`src/rtl/mmio_responder_if.sv`:
```
// mmio_responder_if: data-memory-port bus between the controller (master)
// and the MMIO responder (slave). Carries the single-cycle access strobe,
// address/write data, and the registered read data plus window-hit flag.
interface mmio_responder_if;
  logic        bus_wr;
  logic [15:0] bus_addr;
  logic [15:0] bus_din;
  logic [17:0] bus_dout;
  logic        io_hit;

  modport master (
    output bus_wr, bus_addr, bus_din,
    input  bus_dout, io_hit
  );

  modport slave (
    input  bus_wr, bus_addr, bus_din,
    output bus_dout, io_hit
  );
endinterface

```
`src/rtl/mmio_responder.sv`:
```
// mmio_responder: 16-word MMIO window at IO_BASE serving DISP (0x0),
// BTN_STAT (0x1) and TIMER (0x2). Read data is registered so it lines up
// with block-RAM latency; the top level muxes bus_dout using io_hit.
// Optional feature macro: IO_TIMER_EN (prescaler + TIMER at offset 0x2).
// Without it offset 0x2 reads 0 and writes to it are dropped.
module mmio_responder #(
  parameter logic [15:0] IO_BASE         = 16'h3FF0,
  parameter int          DEBOUNCE_CYCLES = 50000,
  parameter int          PRESCALE        = 50000,
  parameter int          CNT_W           = 16
) (
  input  logic                 CLK,
  input  logic                 CLR,
  input  logic                 button_raw,
  mmio_responder_if.slave      bus,
  output logic [15:0]          display,
  output logic                 btn_level
);

  logic             hit;
  logic [3:0]       off;
  logic             rd_stat;
  logic             wr_disp;
  logic [15:0]      rdata;

  logic             sync1_q, sync1_d;
  logic             sync2_q, sync2_d;
  logic [CNT_W-1:0] db_cnt_q, db_cnt_d;
  logic             level_q, level_d;
  logic             evt_q, evt_d;
  logic [15:0]      disp_q, disp_d;
  logic [17:0]      dout_q, dout_d;
  logic             hit_q, hit_d;

`ifdef IO_TIMER_EN
  logic             wr_timer;
  logic [CNT_W-1:0] pre_q, pre_d;
  logic [15:0]      timer_q, timer_d;
`else
  // The prescale setting has no effect when the timer is left out.
  logic             unused_prescale;
  assign unused_prescale = (PRESCALE >= 1);
`endif

  // Window decode and access-type qualifiers for the current bus cycle.
  always_comb begin
    hit     = (bus.bus_addr[15:4] == IO_BASE[15:4]);
    off     = bus.bus_addr[3:0];
    rd_stat = hit & ~bus.bus_wr & (off == 4'h1);
    wr_disp = hit &  bus.bus_wr & (off == 4'h0);
  end

  // Read-first data mux: always reflects register contents before this edge.
  always_comb begin
    rdata = 16'h0000;
    if (hit) begin
      case (off)
        4'h0:    rdata = disp_q;
        4'h1:    rdata = {14'b0, evt_q, level_q};
`ifdef IO_TIMER_EN
        4'h2:    rdata = timer_q;
`endif
        default: rdata = 16'h0000;
      endcase
    end
    dout_d = {2'b00, rdata};
    hit_d  = hit;
  end

  // Button synchronizer, debounce counter and sticky rising-edge event.
  always_comb begin
    sync1_d  = button_raw;
    sync2_d  = sync1_q;
    level_d  = level_q;
    db_cnt_d = db_cnt_q;
    if (sync2_q == level_q) begin
      db_cnt_d = '0;
    end else if (db_cnt_q == CNT_W'(DEBOUNCE_CYCLES - 1)) begin
      level_d  = sync2_q;
      db_cnt_d = '0;
    end else begin
      db_cnt_d = db_cnt_q + 1'b1;
    end
    // A new rising edge takes priority over a coincident clearing read.
    if (level_d & ~level_q) begin
      evt_d = 1'b1;
    end else if (rd_stat) begin
      evt_d = 1'b0;
    end else begin
      evt_d = evt_q;
    end
  end

  // Display register write.
  always_comb begin
    disp_d = wr_disp ? bus.bus_din : disp_q;
  end

`ifdef IO_TIMER_EN
  // Prescaled free-running timer; a bus write overrides the tick.
  always_comb begin
    wr_timer = hit & bus.bus_wr & (off == 4'h2);
    pre_d    = pre_q;
    timer_d  = timer_q;
    if (wr_timer) begin
      timer_d = bus.bus_din;
      pre_d   = '0;
    end else if (pre_q == CNT_W'(PRESCALE - 1)) begin
      pre_d   = '0;
      timer_d = timer_q + 16'd1;
    end else begin
      pre_d   = pre_q + 1'b1;
    end
  end
`endif

  // State registers with asynchronous active-low clear.
  always_ff @(posedge CLK or negedge CLR) begin
    if (!CLR) begin
      sync1_q  <= 1'b0;
      sync2_q  <= 1'b0;
      db_cnt_q <= '0;
      level_q  <= 1'b0;
      evt_q    <= 1'b0;
      disp_q   <= 16'h0000;
      dout_q   <= 18'h00000;
      hit_q    <= 1'b0;
`ifdef IO_TIMER_EN
      pre_q    <= '0;
      timer_q  <= 16'h0000;
`endif
    end else begin
      sync1_q  <= sync1_d;
      sync2_q  <= sync2_d;
      db_cnt_q <= db_cnt_d;
      level_q  <= level_d;
      evt_q    <= evt_d;
      disp_q   <= disp_d;
      dout_q   <= dout_d;
      hit_q    <= hit_d;
`ifdef IO_TIMER_EN
      pre_q    <= pre_d;
      timer_q  <= timer_d;
`endif
    end
  end

  assign bus.bus_dout = dout_q;
  assign bus.io_hit   = hit_q;
  assign display      = disp_q;
  assign btn_level    = level_q;

endmodule
```
`src/flat_wrapper.sv`:
```
// flat-port wrapper written by rule: the top's interface ports become plain ports
module mmio_responder_flat 
#(
  parameter logic [15:0] IO_BASE         = 16'h3FF0,
  parameter int          DEBOUNCE_CYCLES = 50000,
  parameter int          PRESCALE        = 50000,
  parameter int          CNT_W           = 16
)
  (CLK, CLR, button_raw, display, btn_level, bus_bus_wr, bus_bus_addr, bus_bus_din, bus_bus_dout, bus_io_hit);
  mmio_responder_if bus_i ();
  input  logic CLK;
  input  logic CLR;
  input  logic button_raw;
  output logic [15:0] display;
  output logic btn_level;
  input wire logic [$bits(bus_i.bus_wr)-1:0] bus_bus_wr;
  input wire logic [$bits(bus_i.bus_addr)-1:0] bus_bus_addr;
  input wire logic [$bits(bus_i.bus_din)-1:0] bus_bus_din;
  output wire logic [$bits(bus_i.bus_dout)-1:0] bus_bus_dout;
  output wire logic [$bits(bus_i.io_hit)-1:0] bus_io_hit;
  assign bus_i.bus_wr = bus_bus_wr;
  assign bus_i.bus_addr = bus_bus_addr;
  assign bus_i.bus_din = bus_bus_din;
  assign bus_bus_dout = bus_i.bus_dout;
  assign bus_io_hit = bus_i.io_hit;
  mmio_responder #(.IO_BASE(IO_BASE), .DEBOUNCE_CYCLES(DEBOUNCE_CYCLES), .PRESCALE(PRESCALE), .CNT_W(CNT_W)) u_core (.CLK(CLK), .CLR(CLR), .button_raw(button_raw), .bus(bus_i), .display(display), .btn_level(btn_level));
endmodule
```
`config.mk`:
```
export PLATFORM = sky130hd
export DESIGN_NAME = mmio_responder_flat
export DESIGN_NICKNAME = d
export VERILOG_FILES = /design/src/rtl/mmio_responder_if.sv /design/src/rtl/mmio_responder.sv /design/src/flat_wrapper.sv
export SDC_FILE = /design/constraint.sdc
export NUM_CORES = 1
export LEC_CHECK = 0
export BUFFER_PORTS_ARGS = -buffer_cell sky130_fd_sc_hd__clkbuf_2
export CORE_ASPECT_RATIO = 2
export CORE_UTILIZATION = 54
export DETAILED_ROUTE_END_ITERATION = 16
export PLACE_DENSITY_LB_ADDON = 0.08
export SYNTH_ARGS = -nofsm -noshare
export SYNTH_HDL_FRONTEND = slang
export SYNTH_SLANG_ARGS = --single-unit
```
`constraint.sdc`:
```
create_clock -name CLK -period 2.6 [get_ports CLK]
set_input_delay 0.26 -clock CLK [delete_from_list [all_inputs] [get_ports CLK]]
set_output_delay 0.26 -clock CLK [all_outputs]
set_load 0.05 [all_outputs]
```
* Word level (Yosys, flattened, before mapping) *
Index checks and enable logic that the tools add are counted.

operators by class
  $add $sub $neg = 1
  equal/unequal tests = 4
  bitwise operators = 7
  reductions and logical operators = 2
  multiplexer cells = 8

operators with widths
  cell                     count
  $mux W16                 3
  $pmux W16 S2             1
  $add A16 B1 Y16 const B  1
  $eq A16 B16 Y1 const B   1
  $eq A12 B10 Y1 const B   1
  $and A1 B1 Y1            5
  $eq A4 B1 Y1 const B     1
  $logic_not A4 Y1         1
  $mux W1                  4
  $not A1 Y1               2
  $reduce_bool A2 Y1       1
  $eq A1 B1 Y1             1

storage, ports and cells
  logic and storage cells = 30
  bits in registers = 53
  input bits = 36
  output and inout port bits = 36

* Longest topological paths before layout *
  depth after elaboration = 5
  depth in mapped cells = 6

* Least setup slack after synthesis *
OpenSTA, ideal clock, no wires.

  kind = input to register
  start point = input bus_bus_addr[14]
  end point = register u_core.disp_q[10] (netlist: u_core.display[10])
  path slack = 1.015 ns
  required time = 2.475 ns
  arrival = 1.460 ns
  stages on the path = 6
  cell sequence = nand4b_1 > and4b_4 > and2_4 > buf_8 > buf_12 > mux2_4

between the ends
  cells in the longest elaborated chain, start to end = 3

RTL lines
  element                      line                   source
  start, declared              flat_wrapper.sv:17     input wire logic [$bits(bus_i.bus_addr)-1:0] bus_bus_addr;
  $eq A12 B10 Y1               mmio_responder.sv:47   hit = (bus.bus_addr[15:4] == IO_BASE[15:4]);
  $and A1 B1 Y1 (2 in series)  mmio_responder.sv:50   wr_disp = hit & bus.bus_wr & (off == 4'h0);
  end signal, assigned         mmio_responder.sv:138  disp_q <= disp_d;
  end, declared                mmio_responder.sv:31   logic [15:0] disp_q, disp_d;

No other way between the ends.
A chain may end at the register's enable or synchronous reset.

* Worst setup path in the final report *
  start point = register u_core.db_cnt_q[11]
  end point = register u_core.db_cnt_q[10]

between the ends
  cells in the longest elaborated chain, start to end = 3

RTL lines
  element                  line                   source
  start, declared          mmio_responder.sv:28   logic [CNT_W-1:0] db_cnt_q, db_cnt_d;
  start signal, assigned   mmio_responder.sv:135  db_cnt_q <= db_cnt_d;
  $eq A16 B16 Y1           mmio_responder.sv:78   end else if (db_cnt_q == CNT_W'(DEBOUNCE_CYCLES - 1)) begin
  $mux W16                 mmio_responder.sv:78
  $mux W16                 mmio_responder.sv:76   if (sync2_q == level_q) begin
  net u_core.db_cnt_d[10]  mmio_responder.sv:28

The timed path passes the listed nets, and every way through them passes these cells.

==> flow_results.org <==
** STA
- The number of hold violations in the final report is 0.
- # setup viols final :: 0
- The routed design could run at a clock period as short as 1750 ps.
- For this run, the top clock speed supported by timing is around 0.57 GHz.
- Setup repair after global routing left no endpoint under its margin.
- The final number of max-transition violations is 0.
- In this run the tightest slew margin relative to its limit is 39.3%.
- For the pin with the worst max-slew slack, the measured transition is just over 900 ps.
- Final TNS setup :: 0 ps
- Clock skew after layout :: 7.61 ps
- Post-route clock period utilization :: approximately two thirds

** Setup path
- Worst setup path endpoint :: u_core.db_cnt_q[10]
- The worst setup path is of the reg -> reg kind.
- Critical Path Max Stage Delay :: 440 ps
- STA puts the critical path data arrival time at roughly 1900 ps.
- Maximum net fanout on the critical path :: 14
- Depth of the worst register-to-register path :: 4
- Crit path max-delay family :: simple AND/OR/NAND/NOR gates
- Total buffers and inverters traversed by the critical path :: 0
- The signal on the critical path passes through nor4b_1 > nand4_1 > nand2_1 > nor2_1.
- R2r endpoint :: u_core.db_cnt_q[10]
- Number of stages on the worst setup path :: 4
- First element of the critical path :: u_core.db_cnt_q[11]
- In this run the critical register-to-register path is launched from u_core.db_cnt_q[11].
- CP endpoint kind :: flop
- On the critical path, the stage with the largest delay is an instance of sky130_fd_sc_hd__dfrtp_1.
- Required time of the worst setup path :: approximately 2800 ps
- Internal reg-to-reg setup slack :: ~850 ps
- The worst setup path is launched from a flop.

** Yosys
- Yosys synthesis warning count :: 0
- Flops & latches, synth :: 53
- Sequential cell area fraction in the yosys report :: 59.7%
- Counting distinct cell types in the post-synthesis netlist gives 35.
- sky130_fd_sc_hd__dfrtp_1 takes more of the synthesized area than any other cell.
- Average cell area after synthesis :: 13.0 um2
- After synthesis, the largest area contributor takes up about three fifths of total cell area.
- The synthesized design contains 0 enable-type register cells.
- The synthesized netlist occupies a cell area of 2220 um2.
- Of all flip-flops after synthesis, the portion carrying an async set or reset was 100%.
- Dominant synthesized flop cell :: sky130_fd_sc_hd__dfrtp_1
- Number of instances in the synthesized netlist :: 171
- By area the synthesized netlist is led by sky130_fd_sc_hd__dfrtp_1 60%, sky130_fd_sc_hd__mux2_4 6.8%, sky130_fd_sc_hd__xnor2_1 3.9%.

** Clock network
- Once the clock tree was built, the setup fixing pass inserted 0 buffers.
- The number of clock buffers added by TritonCTS is 5.
- Clock tree synthesis selected as its root buffer the cell sky130_fd_sc_hd__clkbuf_8.
- The later pin in the worst-skew pair is clocked with a latency of 300 ps.
- Cells resized by post-CTS repair :: 0
- Clock tree from TritonCTS :: yes
- CTS sink count :: 53
- Clock-pin slew was measured on the worst setup and hold paths at 90 ps.
- In this run the deepest clock path goes through 2 buffers.
- H-tree lvl count :: 2
- Hold repair after CTS inserted 0 buffers.

** GRT
- Initial antenna violation count :: 0
- Combined global-route utilization of all metal layers :: approximately 22%
- Global routing finished with a remaining overflow of 0.
- Pin count of the biggest net entering global routing :: 40
- Wire length of the first global-routing pass :: 6780 um
- Number of global-route vias before repair :: 1525

** Route
- The routed layout has around 1.5k vias.
- Before antenna repair, the detailed router went through 4 iterations.
- In the routed design, unresolved DRC markers number 0.
- In the final routed layout, each cell accounts on average for 14.8 um.
- Number of nets still failing antenna checks after routing :: 0
- DR vias/cell :: around 5
- Routed length on met1 :: about 1500 um
- For this block, the initial DRC count from the detailed router was 27.
- The routed design has 4370 um of wire.
- The highest layer touched by signal routing is met4.
- Detailed routing placed a total of 2600 um of wire on met2.
- Met3 wire length :: 130 um

** Floorplanning
- The initial utilization of the core area, before any placement, comes to 57.2%.
- The die covers 4390 um2.
- Cell Rows :: 32
- From left edge to right edge, the die measures 47.4 um.
- Measured along the y axis, the die boundary spans 92.7 um.
- Boundary pin count :: 72
- The floorplan step defined a core boundary enclosing about 3900 um2.

** Job
- Count of max-cap constraint violations :: 0

** Placement
- Routability-driven placement finished with a final weighted congestion of 0.996.
- Area of placed instances :: 2590 um2
- HPWL after DPL :: 3420 um
- Number of placed cells counting well taps :: 288
- The count of buffers added on input and output ports is 69.

** Cells and area
- Share of cells above drive strength 1 :: 42.9%
- Final instance area :: about 2700 um2
- The library cell used most frequently in the layout, excluding fill and tap cells, is sky130_fd_sc_hd__clkbuf_2.
- Number of fillers in the final layout :: 316
- Most frequent cells in the layout :: 69 x sky130_fd_sc_hd__clkbuf_2, 53 x sky130_fd_sc_hd__dfrtp_1, 18 x sky130_fd_sc_hd__nor2_1, 11 x sky130_fd_sc_hd__and2_1
- After the flow finishes, the layout carries non-filler instances totaling 296.
- The net count of the finished layout is 281.
- Area overhead of the layout relative to synthesis :: 22.6%
- Count of inserted antenna diode cells :: 0

** Hold path
- Worst hold path class :: in -> reg
- In this run the most critical hold path is launched from button_raw.

** Power
- Cell leakage power :: around 0.0014 uW
- Worst vdd rail ir drop :: ~0.46 mV
- Power density cells :: 563 nW/um2

** Status
- The flow ran to the end, and the final reports show no timing, DRC or antenna violations.
## metrics by stage
| stage | hold WS (ps) | util [%] | worst slack (ps) | power, uW |
|---|---|---|---|---|
| floorplan | -35.6 | - | 1010 | 872 |
| global route | 41.7 | 70.2 | 663 | 1600 |
| finish | 58.6 | 70.2 | 854 | 1530 |
| global placement | 332 | 66.8 | 769 | 915 |
| CTS | 44.5 | 70.2 | 827 | 1550 |
| detailed placement | 355 | 66.8 | 680 | 920 |
## power breakdown
part           leakage, uW  internal (uW)  switching (uW)  total, uW
Sequential        0.000728            829            4.69        834
Clock            0.0000681            382             251        633
Combinational     0.000607           28.0            39.9       68.0
Total              0.00140           1240             295       1530
## cells in the mapped netlist (all sizes together), types with 4 or more instances
cell / count
dfrtp: 53
nor2: 18
mux2: 17
and2: 16
xnor2: 10
nand3: 6
buf: 5
nor3: 5
inv: 4
nand2: 4
nand4: 4
nor4: 4
xor2: 4
## state kept, by name, indices dropped and copies added, names as in the netlist
name / cells
u_core.evt_q: 1
u_core.sync1_q: 1
u_core.btn_level: 1
u_core.bus.bus_dout: 16
u_core.db_cnt_q: 16
u_core.display: 16
u_core.bus.io_hit: 1
u_core.sync2_q: 1
## cell type report
type,count,area (um2),area share (%)
Clock buffer,5,68.8,2.52
Clock inverter,3,65.1,2.39
Inverter,4,15.0,0.551
Multi-Input combinational cell,109,827,30.3
Sequential cell,53,1330,48.6
Tap cell,51,63.8,2.34
Timing Repair Buffer,71,360,13.2
## worst min path at each step
stage | end | slack [ps] | cells after the start
detailed placement | u_core.sync2_q | 350 | 0
global placement | u_core.sync2_q | 330 | 0
floorplan | u_core.btn_level | -40 | 0
CTS | u_core.sync1_q | 40 | 1
global route | u_core.sync1_q | 40 | 1
finish | u_core.sync1_q | 60 | 1
## layer usage
layer	vias to the layer above	GRT usage, %
li1	720	-
met1	739	23.0
met2	35	38.9
met3	7	3.90
met4	0	10.5
met5	-	0
## cells by family (layout without fill, tap and decap cells)
| logic type | Yosys count | count (layout) | synth area share (%) |
|---|---|---|---|
| xor gates and xnor gates | 14 | 14 | 5.51 |
| buffers and inverters | 10 | 83 | 3.32 |
| adders and majority gates | 1 | 1 | 0.563 |
| and+or+nand+nor | 69 | 69 | 18.5 |
| other | 1 | 2 | 0.169 |
| muxes | 19 | 19 | 11.2 |
| DFF | 53 | 53 | 59.7 |
| AOI/OAI and AO/OA | 4 | 4 | 1.07 |
## worst reg2reg max path: stages (launching register included)
cell and delay (ps):
sky130_fd_sc_hd__dfrtp_1 440, sky130_fd_sc_hd__nor4b_1 370, sky130_fd_sc_hd__nand4_1 250, sky130_fd_sc_hd__nand2_1 440
sky130_fd_sc_hd__nor2_1 120
No activity file was read; power rests on OpenSTA's default activity.
